### src/rtl/ahb_arb_pkg.sv
// Shared encodings and defaults for the AHB bus arbiter.
package ahb_arb_pkg;

   localparam int NUM_M_DEF     = 4;
   localparam int MAX_BEATS_DEF = 16;

   typedef enum logic [1:0] {
      HTRANS_IDLE   = 2'b00,
      HTRANS_BUSY   = 2'b01,
      HTRANS_NONSEQ = 2'b10,
      HTRANS_SEQ    = 2'b11
   } htrans_e;

   typedef enum logic [1:0] {
      ST_DEFAULT = 2'b00,
      ST_OWNED   = 2'b01,
      ST_LOCKED  = 2'b10
   } arb_state_e;

   function automatic logic [3:0] idx_to_onehot(input logic [1:0] idx);
      idx_to_onehot = 4'b0001 << idx;
   endfunction

endpackage

### src/rtl/ahb_rr_picker.sv
// Round-robin search: first requester starting at (last+1) mod 4.
module ahb_rr_picker (
   input  logic [3:0] req,
   input  logic [1:0] last,
   output logic       valid,
   output logic [1:0] idx
);

   logic [1:0] cand;

   // Walk from farthest to nearest so the nearest requester after 'last' wins.
   always_comb begin
      valid = 1'b0;
      idx   = 2'd0;
      cand  = 2'd0;
      for (int i = 4; i >= 1; i--) begin
         cand = last + 2'(i);
         if (req[cand]) begin
            valid = 1'b1;
            idx   = cand;
         end
      end
   end

endmodule

### src/rtl/ahb_bus_arbiter.sv
// AHB arbiter for masters sharing the AHB-to-APB bridge: round-robin with
// locked transfers, burst-length tenure limit and a default master.
//
// state      | meaning
// -----------+--------------------------------------------------------
// ST_DEFAULT | nobody requested at the last arbitration; DEF_M granted
// ST_OWNED   | a requesting master holds the grant
// ST_LOCKED  | granted master holds hlock; tenure limit ignored
module ahb_bus_arbiter
   import ahb_arb_pkg::*;
#(
   parameter int NUM_M     = NUM_M_DEF,
   parameter int MAX_BEATS = MAX_BEATS_DEF,
   parameter int DEF_M     = 0
) (
   input  logic             hclk,
   input  logic             hresetn,
   input  logic [NUM_M-1:0] hbusreq,
   input  logic [NUM_M-1:0] hlock,
   input  logic [1:0]       htrans,
   input  logic             hready,
   output logic [NUM_M-1:0] hgrant,
   output logic [1:0]       hmaster,
   output logic             hmastlock
);

   localparam logic [4:0] MAX_CNT  = 5'(MAX_BEATS);
   localparam logic [1:0] DEF_IDX  = 2'(DEF_M);
   localparam logic [1:0] LAST_RST = 2'd3;

   arb_state_e state, state_nxt;
   logic [1:0] grant_idx, grant_nxt;
   logic [1:0] last_owner, last_nxt;
   logic [4:0] tenure_cnt, tenure_nxt;
   logic       arb_pt;
   logic       beat;
   logic       in_burst;
   logic       pick_valid;
   logic [1:0] pick_idx;

   ahb_rr_picker u_picker (
      .req   (hbusreq),
      .last  (last_owner),
      .valid (pick_valid),
      .idx   (pick_idx)
   );

   assign in_burst = (htrans == HTRANS_SEQ);
   assign beat     = (htrans == HTRANS_NONSEQ) || (htrans == HTRANS_SEQ);

   // Arbitration decision, grant selection and tenure counting.
   always_comb begin
      state_nxt  = state;
      grant_nxt  = grant_idx;
      last_nxt   = last_owner;
      tenure_nxt = tenure_cnt;
      arb_pt     = 1'b0;
      if (hready) begin
         if (state == ST_LOCKED) begin
            arb_pt = !hlock[grant_idx] && !in_burst;
         end else begin
            arb_pt = !in_burst || (tenure_cnt == MAX_CNT);
         end

         if (beat && (tenure_cnt != MAX_CNT)) begin
            tenure_nxt = tenure_cnt + 5'd1;
         end

         if (arb_pt) begin
            if (pick_valid) begin
               grant_nxt = pick_idx;
               last_nxt  = pick_idx;
               state_nxt = hlock[pick_idx] ? ST_LOCKED : ST_OWNED;
            end else begin
               grant_nxt = DEF_IDX;
               state_nxt = ST_DEFAULT;
            end
            // A saturated owner that wins again still starts a fresh tenure.
            if ((grant_nxt != grant_idx) || (tenure_cnt == MAX_CNT)) begin
               tenure_nxt = 5'd0;
            end
         end
      end
   end

   // Arbiter state register; everything frozen while hready is low.
   always_ff @(posedge hclk or negedge hresetn) begin
      if (!hresetn) begin
         state      <= ST_DEFAULT;
         grant_idx  <= DEF_IDX;
         last_owner <= LAST_RST;
         tenure_cnt <= 5'd0;
         hgrant     <= idx_to_onehot(DEF_IDX);
      end else begin
         state      <= state_nxt;
         grant_idx  <= grant_nxt;
         last_owner <= last_nxt;
         tenure_cnt <= tenure_nxt;
         hgrant     <= idx_to_onehot(grant_nxt);
      end
   end

   // Address-phase owner follows the grant one hready-qualified cycle later.
   always_ff @(posedge hclk or negedge hresetn) begin
      if (!hresetn) begin
         hmaster   <= 2'd0;
         hmastlock <= 1'b0;
      end else if (hready) begin
         hmaster   <= grant_idx;
         hmastlock <= hlock[grant_idx];
      end
   end

endmodule

### config.mk
export PLATFORM = sky130hd
export DESIGN_NAME = ahb_bus_arbiter
export DESIGN_NICKNAME = d
export VERILOG_FILES = /design/src/rtl/ahb_arb_pkg.sv /design/src/rtl/ahb_rr_picker.sv /design/src/rtl/ahb_bus_arbiter.sv
export SDC_FILE = /design/constraint.sdc
export NUM_CORES = 1
export LEC_CHECK = 0
export BUFFER_PORTS_ARGS = -buffer_cell sky130_fd_sc_hd__buf_2
export CAP_MARGIN = 20
export CORE_AREA = 10 10 55 57
export DETAILED_ROUTE_END_ITERATION = 10
export DIE_AREA = 0 0 65 67
export HOLD_SLACK_MARGIN = 0.03
export PLACE_DENSITY = 0.78
export SYNTH_ARGS = -nofsm -noshare
export SYNTH_HDL_FRONTEND = slang
export SYNTH_SLANG_ARGS = --single-unit
### constraint.sdc
create_clock -name hclk -period 2.45 [get_ports hclk]
set_clock_uncertainty 0.1 [all_clocks]
set_input_delay 0.1225 -clock hclk [delete_from_list [all_inputs] [get_ports hclk]]
set_output_delay 0.1225 -clock hclk [all_outputs]
set_load 0.02 [all_outputs]
==> reports/metrics.cfg, run 1 <==
[routing]
vias_per_cell = 5.217
first_pass_iters = 4
wire_per_inst_um = 13.31
drc = 0
ant_nets = 0
via_count = 746
first_iter_violations = 34
wl_mm = 1.904

[placed_design]
io_buffers = 19
gp_congestion = 0.7634
place_inst = 138
dp_hpwl_mm = 1.517

[die]
design.core.area_um2 = 1942
fp.dieW_um = 65
die_h_um = 67
dieArea_um2 = 4355
initial_core_util = 0.5077
row_count = 16
ioPinCount = 20

[clock_network]
cts_made_buffers = 3
htree_num_levels = 1
clk_latency_ps = 300
cts_setup_buffers = 0
cts-root-buf = clkbuf_4
clockBufferDepth = 2
cts_sinks = 18
path_clk_slew_ps = 100
cts_tree = yes

[critical_path]
critPathKind = reg2reg
critical_path_buf_inv_count = 0
cp_slowest_cell = dfstp_2
r2r_cells = 6
rrSetupSlack_ps = 410
crit_chain = nand2_1 > a31oi_1 > nand3_1 > xor2_1 > a31oi_2 > nor2_1
r2r_end = tenure_cnt[0]
endpoint_kind = flip-flop
crit_required_ps = 2530
reg2reg_from = last_owner[1]
cp.depth = 6
crit_fanout = 8
critPathTopFamily = flip-flops
cp.arrival_ps = 2130
slowest_delay_ps = 600
startpoint_type = flip-flop

[timing]
tightest_slew_ps = 615.4
setup_tns_ps = 0
rsz0062_at_grt = no
period_share = 0.8338
max_clock_freq_mhz = 489.5
timing_hold_violations_final = 0
finalSetupViolations = 0
max-slew-margin-rel = 0.5897
period_minus_slack_ps = 2043
slew_viol_final = 0

[synthesis]
synthArstFlopShare = 1.000
postSynthNetCount = 111
synth_area_um2 = 985.9
synth_ff_type = dfrtp_1
ys_types = 37
synth_seq_cells = 18
post-synth-top-area-fraction = 0.3807
yosysTopAreaCell = dfrtp_1
synth_edf_count = 0
syn_avg_cell_area_um2 = 10.27
syn_inst = 96
synth_area_leaders = dfrtp_1, dfstp_2, mux2i_1
yosysSeqAreaShare = 0.4607
yosysWarnings = 0

[layout]
nets = 132
drive_gt1_frac = 0.2931
antenna-diode-count = 0
final_cell_mix = buf_2, dfrtp_1, nor2_1, nand2_1, nand2b_1
final_common_cell = buf_2
area_delta_synth_final_pct = 15.23
seqCellArea_um2 = 454.2
layoutNonFillerInstCount = 143
fillers = 162
multiInputGateArea_um2 = 491.7

[worst_hold_path]
min_from = hready
hold_path.class = in2reg
whs_path_depth = 2
min_to = hmaster[1]

[power]
power.density_nw_per_um2 = 1115
p_leak_nw = 0.5407
ir_drop_mv = 0.7174
total_power_mw = 1.267

[grt]
grt_pass1_vias = 686
grt_max_degree = 19
grt_pass1_wl_mm = 3.132
antenna_found_initial = 0
grt_overflow = 0
grtUsageTotal = 0.08985

[job]
cap_violations = 0

[outcome]
outcome = finished clean

power breakdown:
part           switching (mW)  leakage (nW)  total [mW]  internal (mW)
Combinational           0.305         0.296       0.543          0.238
Sequential              0.107         0.224       0.541          0.434
Clock                  0.0912        0.0210       0.182         0.0907
Total                   0.503         0.541        1.27          0.763
cells in the mapped netlist (all sizes together), types with 3 or more instances:
master  instances
xor2            4
nand3b          3
mux2            3
nand2           9
o21ai           6
dfrtp          15
dfstp           3
inv             4
mux2i           4
nor2           10
nand2b          5
worst register-to-register path, stage by stage, from the launching register on:
cell and delay (ps):
dfstp_2 600, nand2_1 80, a31oi_1 160, nand3_1 320, xor2_1 260, a31oi_2 330, nor2_1 100
through the flow:
step | area [µm²] | hold slack (ps) | utilization | setup WS [ps]
2_1_floorplan | 985.9 | -273.1 | - | 587.6
3_3_place_gp | 1090 | -34.45 | 0.5612 | 487.8
3_5_place_dp | 1090 | -29.24 | 0.5612 | 404.3
4_1_cts | 1136 | 47.38 | 0.5851 | 390.9
5_1_grt | 1136 | 43.05 | 0.5851 | 238.1
6_report | 1136 | 53.23 | 0.5851 | 407.2
state kept, by name, indices dropped and copies added (netlist names):
name and flops:
grant_idx 2, hgrant 4, tenure_cnt 5, hmaster 2, state 2, last_owner 2
hmastlock 1
area by class of cell:
cell class / instances / area share
Multi-Input combinational cell: 70 / 0.4328
Sequential cell: 18 / 0.3998
Timing Repair Buffer: 20 / 0.09251
Clock buffer: 4 / 0.03194
Tap cell: 27 / 0.02974
Inverter: 4 / 0.01322
worst max path at each step:
stage,slack [ps],start,end
detailed placement,400,last_owner[1],tenure_cnt[0]
global placement,490,last_owner[1],tenure_cnt[1]
CTS,390,last_owner[1],tenure_cnt[0]
finish,410,last_owner[1],tenure_cnt[0]
floorplan,590,last_owner[1],tenure_cnt[0]
global route,240,tenure_cnt[0],last_owner[0]
layer usage:
metal,GRT usage,vias up,wire (µm)
li1,-,374,-
met1,0.09702,347,828
met2,0.1502,22,929
met3,0.04849,3,135
met4,0.02406,0,10
met5,0,-,0
cells by family (layout without fill, tap and decap cells):
| kind of cell | after synthesis | count (layout) | synth area share |
|---|---|---|---|
| DFF | 18 | 18 | 0.4607 |
| buffers and inverters | 8 | 28 | 0.04059 |
| adders and majority gates | 2 | 2 | 0.02538 |
| muxes | 8 | 8 | 0.09771 |
| AOI/OAI and AO/OA | 18 | 18 | 0.1358 |
| xor gates and xnor gates | 6 | 6 | 0.05330 |
| and+or+nand+nor | 36 | 36 | 0.1866 |
repair_timing:
action	in CTS	in global routing
endpoints found under the hold margin	18	0
endpoints found under the setup margin	0	0
hold buffers	1	0
resized for setup	0	0
Note: power is estimated with default switching activity, not from simulation.
==> inputs of run 2 (changes only) <==
==> constraint.sdc (replaced) <==
create_clock -name hclk -period 1.95 [get_ports hclk]
set_clock_uncertainty 0.1 [all_clocks]
set_input_delay 0.0975 -clock hclk [delete_from_list [all_inputs] [get_ports hclk]]
set_output_delay 0.0975 -clock hclk [all_outputs]
set_load 0.02 [all_outputs]
==> run 2 against run 1 <==
Compared with the run above: via count increased by 4.0%; non-clock buffer count is 8 higher; largest cell class unchanged; clock power grew 23%; combinational power increased by 54%; power is 34% higher.
==> reports/metrics.cfg, run 2 (synthesis gave the netlist of run 1 again) <==
[critical_path]
critPathTopFamily = compound AO/OA/AOI/OAI gates
crit_fanout = 10
critPathKind = reg2reg
rrSetupSlack_ps = 90
startpoint_type = flip-flop
cp.arrival_ps = 1990
critical_path_buf_inv_count = 1
endpoint_kind = flip-flop
crit_chain = inv_1 > ha_1 > nand4bb_1 > a32oi_2 > o21ai_4 > or2_4 > a21o_1
slowest_delay_ps = 410
crit_required_ps = 2080
cp_slowest_cell = dfrtp_1

[timing]
tightest_slew_ps = 441.8
fin_ws_ps = 85.50
whs_ps = 59.90
max-slew-margin-rel = 0.7028
rsz0062_at_grt = yes
period_share = 0.9562
timing_hold_violations_final = 0
max_clock_freq_mhz = 536.3
finalSetupViolations = 0
period_minus_slack_ps = 1864
slew_viol_final = 0

[grt]
grtUsageTotal = 0.09298
grt_pass1_wl_mm = 3.215
grt_overflow = 0
grt_max_degree = 19
grt_pass1_vias = 731
antenna_found_initial = 0

[placed_design]
dp_slack_ps = -34.05
place_inst = 142
dp_hpwl_mm = 1.567
io_buffers = 19
gp_congestion = 0.7864
dpl_cell_area_um2 = 1120

[layout]
drive_gt1_frac = 0.3629
regMostFlops = tenure_cnt
fin_util = 0.6276
largest_reg_flops = 5
layoutNonFillerInstCount = 151
fillers = 162
design_area_um2 = 1219
reg.largest.list = tenure_cnt (5), hgrant (4)
antenna-diode-count = 0
nets = 140
final_cell_mix = buf_2, dfrtp_1, nor2_1, nand2_1, buf_4
final_common_cell = buf_2
area_delta_synth_final_pct = 23.60

[die]
row_count = 16
design.core.area_um2 = 1942
die_h_um = 67
dieArea_um2 = 4355
fp.dieW_um = 65
initial_core_util = 0.5077
ioPinCount = 20

[routing]
vias_per_cell = 5.139
ant_nets = 0
wl_mm = 1.999
drc = 0
via_count = 776
first_pass_iters = 5
first_iter_violations = 10
wire_per_inst_um = 13.24

[clock_network]
clk_latency_ps = 290
cts_tree = yes
cts_sinks = 18
cts-root-buf = clkbuf_4
cts_made_buffers = 3
htree_num_levels = 1
clockBufferDepth = 2
path_clk_slew_ps = 100

[outcome]
outcome = finished clean

[job]
cap_violations = 0

[power]
ir_drop_mv = 0.8721
p_comb_frac = 0.494
p_sw_mw = 0.6561
power.density_nw_per_um2 = 1391
p_seq_frac = 0.374
p_int_mw = 1.039
switching_share = 0.3872
p_clk_frac = 0.132
p_leak_nw = 0.5833

[worst_hold_path]
hold_path.class = in2reg

==> run 2: cell count changes in the layout (fill, tap and decap cells not counted), sizes merged <==
cell | before | now
buf | 19 | 27
==> run 2: final timing paths <==
check | depth (start not counted) | end | start
hold reg to reg | 2 | last_owner[0] | last_owner[0]
min in group asynchronous | 2 | tenure_cnt[0] | hresetn
max in group asynchronous | 2 | last_owner[1] | hresetn
hold / removal | 2 | hmastlock | hready
setup / recovery | 7 | last_owner[1] | tenure_cnt[1]
setup reg to reg | 7 | last_owner[1] | tenure_cnt[1]
==> run 2: final cells by class <==
class | instances | area (µm²) | area share
timing repair buffer | 28 | 165.2 | 0.1355
inverter | 4 | 15.01 | 0.01232
multi-input combinational | 70 | 514.2 | 0.4220
sequential | 18 | 454.2 | 0.3727
tap | 27 | 33.78 | 0.02772
clock buffer | 4 | 36.28 | 0.02977
==> run 2: power by group through the flow <==
stage               clock network (mW)  logic [mW]  registers (mW)
floorplan                            0       0.505           0.706
global placement                     0       0.754           0.643
detailed placement                   0       0.776           0.652
CTS                              0.229       0.785           0.642
global route                     0.248       0.927           0.656
finish                           0.224       0.837           0.634
==> run 2: timing repair <==
| action | 4_1_cts | 5_1_grt |
|---|---|---|
| hold buffers | 1 | 0 |
| setup endpoints to repair | 3 | 11 |
| setup buffers | 1 | 3 |
| resized for setup | 0 | 4 |
| hold endpoints to repair | 18 | 0 |
| pin swaps | 3 | 2 |
==> run 2: worst reg2reg max path, cell delays in order, from the launching register on <==
cell and delay (ps):
dfrtp_1 410, inv_1 80, ha_1 150, nand4bb_1 180, a32oi_2 300, o21ai_4 130
or2_4 280, a21o_1 180
==> run 2: metrics by stage <==
| stage | TNS, ps | power, mW |
|---|---|---|
| floorplan | 0 | 1.211 |
| global placement | 0 | 1.397 |
| detailed placement | -62.99 | 1.428 |
| CTS | 0 | 1.655 |
| global route | -4.757 | 1.830 |
| finish | 0 | 1.695 |
==> run 2: metal layers <==
metal / GRT usage / up-vias / share of wire
met1: 0.09712 / 368 / 0.42
met2: 0.1626 / 14 / 0.51
met3: 0.03177 / 4 / 0.053
met4: 0.04813 / 0 / 0.017
met5: 0 / - / 0
li1: - / 390 / -
==> inputs of run 3 (changes only) <==
--- a/config.mk
+++ b/config.mk
@@ -5,13 +5,14 @@
 export SDC_FILE = /design/constraint.sdc
 export NUM_CORES = 1
 export LEC_CHECK = 0
+export ABC_AREA = 1
 export BUFFER_PORTS_ARGS = -buffer_cell sky130_fd_sc_hd__buf_2
 export CAP_MARGIN = 20
-export CORE_AREA = 10 10 55 57
+export CORE_AREA = 10 10 57 59
 export DETAILED_ROUTE_END_ITERATION = 10
-export DIE_AREA = 0 0 65 67
+export DIE_AREA = 0 0 67 69
 export HOLD_SLACK_MARGIN = 0.03
-export PLACE_DENSITY = 0.78
+export PLACE_DENSITY = 0.8
 export SYNTH_ARGS = -nofsm -noshare
 export SYNTH_HDL_FRONTEND = slang
 export SYNTH_SLANG_ARGS = --single-unit
==> run 3 against run 2 <==
Compared with the run above: final cell count increased by 45%; power increased by 70%; largest power group unchanged; sequential power increased by 1%.
==> reports/metrics.cfg, run 3 <==
[die]
fp.dieW_um = 67
dieArea_um2 = 4623
initial_core_util = 0.5207
row_count = 17
design.core.area_um2 = 2148
die_h_um = 69
ioPinCount = 20

[placed_design]
dpl_cell_area_um2 = 1264
io_buffers = 19
dp_hpwl_mm = 2.076
gp_congestion = 0.8801
dp_slack_ps = -5.828

[routing]
ant_nets = 0
vias_per_cell = 5.416
via_count = 1186
first_pass_iters = 5
first_iter_violations = 90
wl_mm = 3.327
wire_per_inst_um = 15.19
drc = 0

[synthesis]
post-synth-top-area-fraction = 0.3356
synth_edf_count = 0
synth_most_common_cell = nand2_1
syn_avg_cell_area_um2 = 7.263
yosysWarnings = 0
synth_area_um2 = 1119
synthArstFlopShare = 1.000
yosysTopAreaCell = dfrtp_1
yosys-top-cells-count = nand2_1, inv_1, nand3_1
postSynthNetCount = 169
synth_ff_type = dfrtp_1
syn_inst = 154
synth_seq_cells = 18
synth_area_leaders = dfrtp_1, nand2_1, nand3_1
yosysSeqAreaShare = 0.4060
ys_types = 21

[worst_hold_path]
min_from = htrans[1]
whs_path_depth = 5
hold_path.class = in2reg
min_to = tenure_cnt[1]

[layout]
final_common_cell = nand2_1
area_delta_synth_final_pct = 39.37
drive_gt1_frac = 0.4607
regMostFlops = tenure_cnt
design_area_um2 = 1559
nets = 207
largest_reg_flops = 5
final_cell_mix = nand2_1, buf_2, nand2_2, inv_1, dfrtp_1
reg.largest.list = tenure_cnt (5), hgrant (4)
antenna-diode-count = 0

[clock_network]
path_clk_slew_ps = 110
cts_sinks = 18
cts_tree = yes
clockBufferDepth = 2
htree_num_levels = 1
clk_latency_ps = 300
cts_made_buffers = 3
cts-root-buf = clkbuf_4

[grt]
grtUsageTotal = 0.1210
grt_pass1_vias = 1039
grtUsageMet2 = 0.2008
met1_usage = 0.1237
grt_overflow = 0
grt_pass1_wl_mm = 4.512
grtUsageMet3 = 0.05314
grt_max_degree = 19
busiest_layer = met2
antenna_found_initial = 0

[timing]
fin_ws_ps = 0.03975
period_share = 1.000
whs_ps = 94.28
tightest_slew_ps = 404.1
timing_hold_violations_final = 0
finalSetupViolations = 0
slew_viol_final = 0
max_clock_freq_mhz = 512.8
period_minus_slack_ps = 1950
rsz0062_at_grt = yes
max-slew-margin-rel = 0.7306

[critical_path]
reg2reg_from = last_owner[0]
r2r_cells = 13
slowest_delay_ps = 600
critPathKind = reg2reg
endpoint_kind = flip-flop
r2r_end = tenure_cnt[1]
rrSetupSlack_ps = 0.04
cp.arrival_ps = 2100
cp_slowest_cell = dfstp_2
crit_fanout = 5
startpoint_type = flip-flop
crit_chain = buf_6 > nand2_1 > nand3_2 > inv_1 > nor2_4 > nand2_2 > nand2_2 > nand2_2 > nand2_2 > nand4_4 > nand2_1 > nand2_1 > nand2_1
crit_required_ps = 2100

[job]
cap_violations = 0

[power]
p_leak_nw = 0.8351
power.density_nw_per_um2 = 1852
ir_drop_mv = 1.278

[outcome]
outcome = finished clean

-- run 3: cell types whose count changed after synthesis, moves of 5 or more --
cell      delta
nand2_1     +46
nand2_2      +7
nand2b_1     -5
nand3_1     +14
inv_1       +14
-- run 3: cell families after synthesis --
logic type / Yosys count / synth area share
AO/OA/AOI/OAI: 15 / 0.08278
XOR/XNOR: 4 / 0.03132
adder cells (fa/ha/maj): 2 / 0.02237
buffers and inverters: 24 / 0.08053
flip-flops: 18 / 0.4060
AND/OR/NAND/NOR: 91 / 0.3770
-- run 3: area by class of cell --
type / instances / area, µm²
multi-input combinational: 112 / 732.0
fill: 166 / 589.3
sequential: 18 / 454.2
timing repair buffer: 33 / 209.0
inverter: 24 / 92.59
clock buffer: 4 / 36.28
tap: 28 / 35.03
-- run 3: report_power, final --
part | internal [mW] | switching (mW) | leakage [nW]
logic | 0.714 | 1.30 | 0.588
clock network | 0.114 | 0.121 | 0.0210
registers | 0.546 | 0.0953 | 0.226
-- run 3: how the worst max path moves through the flow --
| stage | from | to | slack, ps | cells past startpoint |
|---|---|---|---|---|
| after global placement | last_owner[0] | tenure_cnt[1] | 70 | 13 |
| final | last_owner[0] | tenure_cnt[1] | 0.04 | 13 |
| after global routing | last_owner[0] | tenure_cnt[1] | -160 | 14 |
| after CTS | last_owner[0] | state[1] | 4 | 13 |
| after detailed placement | last_owner[0] | tenure_cnt[1] | -6 | 13 |
| after floorplan | last_owner[0] | tenure_cnt[1] | 230 | 13 |
-- run 3: what timing repair did --
| action | in CTS | in global routing |
|---|---|---|
| endpoints found under the hold margin | 19 | 0 |
| pin swaps | 0 | 12 |
| hold buffers | 2 | 0 |
| endpoints found under the setup margin | 1 | 11 |
| buffers inserted | 0 | 10 |
| resized for setup | 2 | 42 |
-- run 3: stage by stage --
stage | cells | power, mW | TNS [ps] | utilization
final | 219 | 2.888 | 0 | 0.7257
after global routing | 219 | 3.106 | -908.3 | 0.7257
after CTS | 209 | 2.276 | 0 | 0.6209
after detailed placement | 203 | 1.981 | -5.828 | 0.5882
after global placement | 203 | 1.923 | 0 | 0.5882
after floorplan | 154 | 1.660 | 0 | -
-- run 3: per-layer routing --
layer  wire (µm)  part of all wire
met5           0                 0
met4         148             0.044
met3         241             0.072
met2        1687              0.51
met1        1250              0.38
-- run 3: critical path: cells and delay by family (launching register included) --
kind,cells,cell delay (ps)
flip-flops,1,600
AND/OR/NAND/NOR,11,1000
buffers and inverters,2,210
